$ cat src/rtl/uart_pkg.sv
// uart_pkg: shared constants and types for the framed UART command/response
// block (uart_frame_rsp) and its payload buffer (frame_buf).
//
// Contents:
//   - Frame delimiter, command, response and NAK codes.
//   - FSM state encodings (3-bit constants, exposed on fsm_state).
//   - Response kind selector and a saturating increment helper.
package uart_pkg;

    // Frame constants
    localparam logic [7:0] SOF        = 8'hA5;

    localparam logic [7:0] CMD_ECHO   = 8'h01;
    localparam logic [7:0] CMD_STATUS = 8'h02;

    localparam logic [7:0] RSP_ECHO   = 8'h81;
    localparam logic [7:0] RSP_STATUS = 8'h82;
    localparam logic [7:0] RSP_NAK    = 8'h7F;

    localparam logic [7:0] NAK_BADCMD = 8'h01;
    localparam logic [7:0] NAK_BADCHK = 8'h02;
    localparam logic [7:0] NAK_BADLEN = 8'h03;

    // FSM state encodings
    localparam logic [2:0] ST_HUNT  = 3'd0;
    localparam logic [2:0] ST_CMD   = 3'd1;
    localparam logic [2:0] ST_LEN   = 3'd2;
    localparam logic [2:0] ST_DATA  = 3'd3;
    localparam logic [2:0] ST_CHK   = 3'd4;
    localparam logic [2:0] ST_BUILD = 3'd5;
    localparam logic [2:0] ST_SEND  = 3'd6;
    localparam logic [2:0] ST_GAP   = 3'd7;

    // Which payload source the response serializer reads from
    typedef enum logic [1:0] {
        RK_ECHO   = 2'd0,
        RK_STATUS = 2'd1,
        RK_NAK    = 2'd2
    } rsp_kind_t;

    // Increment that sticks at 0xFF
    function automatic logic [7:0] sat_inc8(input logic [7:0] v);
        return (v == 8'hFF) ? v : v + 8'd1;
    endfunction

endpackage

$ cat src/rtl/frame_buf.sv
// frame_buf: DEPTH x 8 register-file payload buffer.
// One synchronous write port, one asynchronous (combinational) read port.
// Storage is intentionally not reset; contents are only read after being
// written by the current frame.
//
// Ports:
//   clk    - clock, write on rising edge
//   we     - write enable
//   waddr  - write address
//   wdata  - write data
//   raddr  - read address
//   rdata  - read data (combinational from raddr)
module frame_buf #(
    parameter int DEPTH = 16,
    parameter int AW    = 4
) (
    input  logic          clk,
    input  logic          we,
    input  logic [AW-1:0] waddr,
    input  logic [7:0]    wdata,
    input  logic [AW-1:0] raddr,
    output logic [7:0]    rdata
);

    logic [7:0] mem [DEPTH];

    always_ff @(posedge clk) begin
        if (we) begin
            mem[waddr] <= wdata;
        end
    end

    assign rdata = mem[raddr];

endmodule

$ cat src/rtl/uart_frame_rsp.sv
// uart_frame_rsp: parses host command frames arriving on the uart_rx byte
// interface and answers with response frames on the uart_tx byte interface.
//
// Frame: SOF(0xA5) CMD LEN payload[LEN] CHK, CHK = XOR(CMD, LEN, payload).
// Commands: 0x01 ECHO, 0x02 STATUS; anything else, a bad checksum or an
// oversized LEN is answered with a NAK frame.
//
// Byte interfaces (strobe semantics): a byte is transferred in exactly the
// cycle its strobe is high; there is no back-pressure. rx_data is sampled
// only when po_flag=1. tx_data is updated in the same cycle tx_trig pulses
// and then held until the next tx_trig. Input strobes that arrive while a
// response is in progress (rsp_busy=1) are dropped.
//
// Optional build macro: RX_TIMEOUT_EN adds an inter-byte timeout inside a
// frame (TIMEOUT_CYCLES); a timed-out frame is dropped, counted as an error
// and not answered. Without the macro a partial frame waits indefinitely.
//
// Ports:
//   sclk      - system clock (rising edge)
//   reset     - asynchronous active-low reset
//   rx_data   - received byte, valid while po_flag=1
//   po_flag   - one-cycle received-byte strobe
//   tx_data   - response byte to transmit
//   tx_trig   - one-cycle transmit start strobe
//   rsp_busy  - high from BUILD through the end of the final GAP
//   frame_ok  - one-cycle pulse per accepted good frame
//   frame_err - one-cycle pulse per NAK (or timeout) condition
//   frame_cnt - good frame count, wraps
//   err_cnt   - error count, saturates at 0xFF
//   fsm_state - current FSM state (debug observation)
module uart_frame_rsp
    import uart_pkg::*;
#(
    parameter int MAX_LEN        = 16,
    parameter int TX_GAP         = 52080
`ifdef RX_TIMEOUT_EN
    ,
    parameter int TIMEOUT_CYCLES = 104160
`endif
) (
    input  logic       sclk,
    input  logic       reset,
    input  logic [7:0] rx_data,
    input  logic       po_flag,
    output logic [7:0] tx_data,
    output logic       tx_trig,
    output logic       rsp_busy,
    output logic       frame_ok,
    output logic       frame_err,
    output logic [7:0] frame_cnt,
    output logic [7:0] err_cnt,
    output logic [2:0] fsm_state
);

    localparam int          AW        = (MAX_LEN > 1) ? $clog2(MAX_LEN) : 1;
    localparam logic [7:0]  MAX_LEN_B = 8'(MAX_LEN);
    localparam logic [31:0] GAP_LAST  = 32'(TX_GAP - 1);

    logic [2:0]    state;

    // Receive side
    logic [7:0]    cmd;
    logic [7:0]    len;
    logic [7:0]    chk;
    logic [7:0]    nak_code;   // 0 means the frame is good
    logic [7:0]    rx_cnt;
    logic [AW-1:0] wr_ptr;

    // Response side
    rsp_kind_t     rsp_kind;
    logic [7:0]    rsp_cmd;
    logic [7:0]    rsp_len;
    logic [7:0]    stat0;
    logic [7:0]    stat1;
    logic [7:0]    tx_idx;     // position within the response frame
    logic [AW-1:0] rd_ptr;     // position within the response payload
    logic [7:0]    tx_chk;
    logic [31:0]   gap_cnt;
    logic          last_sent;

    logic [7:0]    buf_rdata;
    logic [7:0]    tx_byte;
    logic          is_last;
    logic          buf_we;

`ifdef RX_TIMEOUT_EN
    localparam logic [31:0] TO_LAST = 32'(TIMEOUT_CYCLES - 1);
    logic [31:0] tmr;
    logic        in_frame;
    assign in_frame = (state == ST_CMD) || (state == ST_LEN) ||
                      (state == ST_DATA) || (state == ST_CHK);
`endif

    assign buf_we    = (state == ST_DATA) && po_flag;
    assign rsp_busy  = (state == ST_BUILD) || (state == ST_SEND) || (state == ST_GAP);
    assign fsm_state = state;
    assign is_last   = (tx_idx == rsp_len + 8'd3);

    frame_buf #(
        .DEPTH (MAX_LEN),
        .AW    (AW)
    ) u_buf (
        .clk   (sclk),
        .we    (buf_we),
        .waddr (wr_ptr),
        .wdata (rx_data),
        .raddr (rd_ptr),
        .rdata (buf_rdata)
    );

    // Response byte at the current frame position. The chk byte is the
    // accumulated XOR of everything sent after SOF.
    always_comb begin
        tx_byte = 8'h00;
        if (tx_idx == 8'd0) begin
            tx_byte = SOF;
        end else if (tx_idx == 8'd1) begin
            tx_byte = rsp_cmd;
        end else if (tx_idx == 8'd2) begin
            tx_byte = rsp_len;
        end else if (is_last) begin
            tx_byte = tx_chk;
        end else begin
            case (rsp_kind)
                RK_ECHO:   tx_byte = buf_rdata;
                RK_STATUS: tx_byte = (rd_ptr == '0) ? stat0 : stat1;
                default:   tx_byte = nak_code;
            endcase
        end
    end

    always_ff @(posedge sclk or negedge reset) begin
        if (!reset) begin
            state     <= ST_HUNT;
            cmd       <= 8'h00;
            len       <= 8'h00;
            chk       <= 8'h00;
            nak_code  <= 8'h00;
            rx_cnt    <= 8'h00;
            wr_ptr    <= '0;
            rsp_kind  <= RK_ECHO;
            rsp_cmd   <= 8'h00;
            rsp_len   <= 8'h00;
            stat0     <= 8'h00;
            stat1     <= 8'h00;
            tx_idx    <= 8'h00;
            rd_ptr    <= '0;
            tx_chk    <= 8'h00;
            gap_cnt   <= 32'd0;
            last_sent <= 1'b0;
            tx_data   <= 8'h00;
            tx_trig   <= 1'b0;
            frame_ok  <= 1'b0;
            frame_err <= 1'b0;
            frame_cnt <= 8'h00;
            err_cnt   <= 8'h00;
`ifdef RX_TIMEOUT_EN
            tmr       <= 32'd0;
`endif
        end else begin
            tx_trig   <= 1'b0;
            frame_ok  <= 1'b0;
            frame_err <= 1'b0;

            case (state)
                ST_HUNT: begin
                    if (po_flag && (rx_data == SOF)) begin
                        state <= ST_CMD;
                    end
                end

                ST_CMD: begin
                    if (po_flag) begin
                        cmd      <= rx_data;
                        chk      <= rx_data;
                        nak_code <= 8'h00;
                        state    <= ST_LEN;
                    end
                end

                ST_LEN: begin
                    if (po_flag) begin
                        len    <= rx_data;
                        chk    <= chk ^ rx_data;
                        rx_cnt <= 8'h00;
                        wr_ptr <= '0;
                        if (rx_data > MAX_LEN_B) begin
                            // Rest of the frame is left for HUNT to discard
                            nak_code <= NAK_BADLEN;
                            state    <= ST_BUILD;
                        end else if (rx_data == 8'h00) begin
                            state <= ST_CHK;
                        end else begin
                            state <= ST_DATA;
                        end
                    end
                end

                ST_DATA: begin
                    if (po_flag) begin
                        chk    <= chk ^ rx_data;
                        rx_cnt <= rx_cnt + 8'd1;
                        wr_ptr <= wr_ptr + AW'(1);
                        if (rx_cnt + 8'd1 == len) begin
                            state <= ST_CHK;
                        end
                    end
                end

                ST_CHK: begin
                    if (po_flag) begin
                        if (rx_data != chk) begin
                            nak_code <= NAK_BADCHK;
                        end else if ((cmd == CMD_ECHO) || (cmd == CMD_STATUS)) begin
                            nak_code <= 8'h00;
                        end else begin
                            nak_code <= NAK_BADCMD;
                        end
                        state <= ST_BUILD;
                    end
                end

                ST_BUILD: begin
                    tx_idx <= 8'h00;
                    rd_ptr <= '0;
                    tx_chk <= 8'h00;
                    if (nak_code != 8'h00) begin
                        rsp_kind  <= RK_NAK;
                        rsp_cmd   <= RSP_NAK;
                        rsp_len   <= 8'd1;
                        frame_err <= 1'b1;
                        err_cnt   <= sat_inc8(err_cnt);
                    end else begin
                        if (cmd == CMD_ECHO) begin
                            rsp_kind <= RK_ECHO;
                            rsp_cmd  <= RSP_ECHO;
                            rsp_len  <= len;
                        end else begin
                            // Snapshot taken before this frame's increment
                            rsp_kind <= RK_STATUS;
                            rsp_cmd  <= RSP_STATUS;
                            rsp_len  <= 8'd2;
                            stat0    <= frame_cnt;
                            stat1    <= err_cnt;
                        end
                        frame_ok  <= 1'b1;
                        frame_cnt <= frame_cnt + 8'd1;
                    end
                    state <= ST_SEND;
                end

                ST_SEND: begin
                    tx_data   <= tx_byte;
                    tx_trig   <= 1'b1;
                    tx_idx    <= tx_idx + 8'd1;
                    last_sent <= is_last;
                    gap_cnt   <= 32'd0;
                    if ((tx_idx != 8'd0) && !is_last) begin
                        tx_chk <= tx_chk ^ tx_byte;
                    end
                    if ((tx_idx >= 8'd3) && !is_last) begin
                        rd_ptr <= rd_ptr + AW'(1);
                    end
                    state <= ST_GAP;
                end

                ST_GAP: begin
                    if (gap_cnt == GAP_LAST) begin
                        state <= last_sent ? ST_HUNT : ST_SEND;
                    end else begin
                        gap_cnt <= gap_cnt + 32'd1;
                    end
                end

                default: state <= ST_HUNT;
            endcase

`ifdef RX_TIMEOUT_EN
            // Inter-byte timer; overrides the case above only on idle cycles,
            // where the case leaves the state unchanged.
            if (!in_frame || po_flag) begin
                tmr <= 32'd0;
            end else if (tmr == TO_LAST) begin
                tmr       <= 32'd0;
                state     <= ST_HUNT;
                frame_err <= 1'b1;
                err_cnt   <= sat_inc8(err_cnt);
            end else begin
                tmr <= tmr + 32'd1;
            end
`endif
        end
    end

endmodule
$ cat config.mk
export PLATFORM = sky130hd
export DESIGN_NAME = uart_frame_rsp
export DESIGN_NICKNAME = d
export VERILOG_FILES = /design/src/rtl/uart_pkg.sv /design/src/rtl/frame_buf.sv /design/src/rtl/uart_frame_rsp.sv
export SDC_FILE = /design/constraint.sdc
export NUM_CORES = 1
export LEC_CHECK = 0
export CORE_MARGIN = 2
export CORE_UTILIZATION = 46
export DETAILED_ROUTE_END_ITERATION = 10
export GPL_TIMING_DRIVEN = 0
export SYNTH_ARGS = -nofsm -noshare
export SYNTH_HDL_FRONTEND = slang
export SYNTH_SLANG_ARGS = --single-unit
$ cat constraint.sdc
create_clock -name sclk -period 8.3 [get_ports sclk]
set_clock_uncertainty 0.05 [all_clocks]
set_input_delay 0.83 -clock sclk [delete_from_list [all_inputs] [get_ports sclk]]
set_output_delay 0.83 -clock sclk [all_outputs]
set_load 0.01 [all_outputs]
==> metrics <==
PortBufs=40; number of inserted diodes=0; number of standard-cell rows in the floorplan=61; initial DRC count=709; CTS tree=built; Initial Utilization=0.466; proportion of synthesized flip-flops having asynchronous set or reset=0.540; pin count of the biggest net entering global routing=94; worst setup path category=reg2reg; Period minus WS final=3.61 ns; count of boundary I/O pins=42; kind of start point of the critical path=flip-flop; most prevalent standard cell on the critical path=sky130_fd_sc_hd__buf_4; via density per instance=5.69; drt total wl=30400 um; cells traversed along the worst timing path=clkbuf_1, buf_4, buf_4, inv_1, ha_1, nor3b_1, buf_1, mux2i_1, o22ai_1, a211oi_1, nor3_1, or3_1, and3_1; routed via count=8767; placed instance count=1484; total negative slack for setup checks=0 ns; Placer Congestion=0.951; post-synthesis mux area share=0.0999; power density relative to cell area=327 mW/mm^2; final slew viol count=0; insertion delay of the later-clocked pin in the worst-skew pair=0.55 ns; post-route antenna net violation count=0; CORE AREA=0.0278 mm^2; Area growth, synth to finish=15.1%; Synth Area in XOR/XNOR=0.0520; register area share after synthesis=0.586; Synth Area in Adders=0.0145; Final Non-Filler Cells=1540; highest attainable clock frequency=0.277 GHz; via count of the first global-routing pass=8614; number of hold violations in the final report=0; total power of the final layout=4.88 mW; overflow left after global routing=0; clock transition at the registers of the reported paths=0.06 ns; Die X=172 um; number of buffers on the longest clock path=3; Post-synth EDFFs=128; CTS buffer count=30; number of nets in the layout=1164; ratio of cells with drive above 1 in the final layout=0.121; remaining routing DRC violations=0; Critical path origin=rd_ptr[0]; synthesized-area fraction occupied by ao, oa, aoi and oai cells=0.0882; gate count of the mapped netlist=1065; type of element capturing the critical path=flip-flop; final HPWL from detailed placement=20800 um; hold-fix buffers at CTS=0; # H-tree levels=1; Data arrival, critical path=4.00 ns; worst path bufs/invs=5; Largest delay share family, worst path=buffers and inverters; number of sinks handled by clock tree synthesis=278; antenna violations before repair=0; Peak supply drop=0.161 mV; full die area=0.0295 mm^2; data required time of the critical path=8.69 ns; area of the mapped netlist=0.0130 mm^2; longest individual stage delay on the worst path=0.48 ns; setup repair bufs after CTS=0; total nets after synthesis=1091; ratio of final minimum period to clock period=0.435; transition time of the tightest slew-check pin=1.31 ns; dominant combinational cell family by area after synthesis=simple AND/OR/NAND/NOR gates; Die Span Y=172 um; number of optimization iterations in the first detailed-route pass=5; number of synthesized register bits=278; Finish-stage setup viols=0; total of cells resized after clock tree synthesis=0; outcome=finished, final reports clean; Post-Synth Simple-Gate Area=0.137; Mapped Avg Cell Area=12.2 um^2; Cell variety after synth=64; number of violations of the max-capacitance limit=0; count of warnings emitted by yosys=0; clock tree root buffer cell=sky130_fd_sc_hd__clkbuf_16; startpoint of the lowest-slack register-to-register path=rd_ptr[0]; largest driver fanout on the critical path=10; post-DR wirelength/cell=19.8 um; Min-Delay Path Class=in2async; slowest stage cell on the critical path=sky130_fd_sc_hd__buf_1; Leakage=5.66 nW; dominant register cell in the synthesized netlist=sky130_fd_sc_hd__dfrtp_1; RSZ-0062 raised after global routing=no; normalized max-slew margin=0.117; global-route wire length before repair=48300 um; overall track demand over capacity in global routing=0.212
worst register-to-register path, stage by stage (launching register included):
cell	delay (ns)
sky130_fd_sc_hd__dfrtp_1	0.40
sky130_fd_sc_hd__clkbuf_1	0.21
sky130_fd_sc_hd__buf_4	0.25
sky130_fd_sc_hd__buf_4	0.22
sky130_fd_sc_hd__inv_1	0.12
sky130_fd_sc_hd__ha_1	0.15
sky130_fd_sc_hd__nor3b_1	0.17
sky130_fd_sc_hd__buf_1	0.48
sky130_fd_sc_hd__mux2i_1	0.35
sky130_fd_sc_hd__o22ai_1	0.17
sky130_fd_sc_hd__a211oi_1	0.32
sky130_fd_sc_hd__nor3_1	0.14
sky130_fd_sc_hd__or3_1	0.35
sky130_fd_sc_hd__and3_1	0.14
cell usage in the layout, fill, tap and decap left out, types with 9 or more instances in the layout:
cell type,synthesis,final
sky130_fd_sc_hd__inv_1,20,20
sky130_fd_sc_hd__o211ai_1,9,9
sky130_fd_sc_hd__xnor2_1,37,37
sky130_fd_sc_hd__a22o_1,14,14
sky130_fd_sc_hd__nor3_1,26,23
sky130_fd_sc_hd__and3_1,11,11
sky130_fd_sc_hd__clkbuf_1,41,44
sky130_fd_sc_hd__mux2i_1,27,27
sky130_fd_sc_hd__nand4_1,25,25
sky130_fd_sc_hd__nand3_1,40,40
sky130_fd_sc_hd__clkbuf_16,0,31
sky130_fd_sc_hd__clkdlybuf4s50_1,0,39
sky130_fd_sc_hd__mux2_2,41,41
sky130_fd_sc_hd__nand2_1,106,106
sky130_fd_sc_hd__a21oi_1,30,30
sky130_fd_sc_hd__xor2_1,40,40
sky130_fd_sc_hd__mux4_2,25,25
sky130_fd_sc_hd__nand2b_1,9,9
sky130_fd_sc_hd__or3_1,12,12
sky130_fd_sc_hd__o21ai_0,54,54
sky130_fd_sc_hd__dfrtp_1,150,150
sky130_fd_sc_hd__a31oi_1,12,12
sky130_fd_sc_hd__nor2_1,79,79
sky130_fd_sc_hd__ha_1,15,15
sky130_fd_sc_hd__edfxtp_1,128,128
where the power goes:
part / leakage [nW] / total, mW / switching (mW) / internal (mW)
registers: 3.10 / 1.81 / 0.180 / 1.63
logic: 2.06 / 1.69 / 1.01 / 0.681
clock network: 0.503 / 1.38 / 0.555 / 0.828
worst paths after layout:
path                              end  slack [ns]  depth (start not counted)
max                         tx_chk[7]        4.69                         13
min                        err_cnt[3]        0.20                          1
max reg2reg                 tx_chk[7]        4.69                         13
min reg2reg                tx_data[3]        0.42                          2
max in group asynchronous   tx_idx[3]        7.10                          2
min in group sclk          tx_data[3]        0.42                          2
per-layer routing:
metal	part of all wire	vias up	GRT usage
met2	0.45	249	0.329
met3	0.056	62	0.0292
met4	0.029	0	0.0672
li1	-	4095	-
met1	0.46	4361	0.310
met5	0	-	0
cell usage after synthesis (all sizes together) (9+ instances only):
cell type	n	area [um^2]
o211ai	9	67.6
ha	15	188
mux4	25	563
and3	11	68.8
o21ai	54	270
or3	12	75.1
edfxtp	128	3840
a31oi	12	75.1
mux2i	27	270
nand3	40	200
inv	20	75.1
buf	12	62.6
dfrtp	150	3750
nand2	106	398
clkbuf	41	154
nand2b	9	56.3
a21oi	30	150
nor3	26	130
xor2	40	350
xnor2	37	324
mux2	41	462
nand4	25	156
nor2	80	303
a22o	14	123
nor4	9	62.6
per-stage QoR:
stage / hold WS [ns] / util / area (um^2) / setup WS, ns
CTS: 0.210 / 0.537 / 14900 / 4.69
global placement: 0.410 / 0.498 / 13800 / -0.0242
detailed placement: 0.414 / 0.499 / 13900 / 4.53
finish: 0.197 / 0.537 / 14900 / 4.69
floorplan: 0.417 / - / 13000 / 5.45
global route: 0.237 / 0.537 / 14900 / 4.43
layout make-up:
cell class | count | area [um^2]
Fill cell | 2378 | 12900
Sequential cell | 278 | 7600
Multi-Input combinational cell | 714 | 5080
Clock buffer | 36 | 815
Tap cell | 378 | 473
Timing Repair Buffer | 41 | 429
Clock inverter | 20 | 229
Buffer | 53 | 216
Inverter | 20 | 75.1
flip-flops by register name, summed over array words and instances, names as in the netlist, 8 cells and up:
signal and count:
cmd 8, gap_cnt 32, chk 8, rx_cnt 8, frame_cnt 8, rsp_len 8
tx_data 8, stat1 8, err_cnt 8, len 8, tx_idx 8, tx_chk 8
stat0 8, u_buf.mem 128
cell families after synthesis:
group                      count (synthesis)
and+or+nand+nor                          357
DFF                                      278
AOI/OAI and AO/OA                        172
muxes                                     93
xor gates and xnor gates                  77
buffers and inverters                     73
adders and majority gates                 15
(Power assumes the default switching activity.)
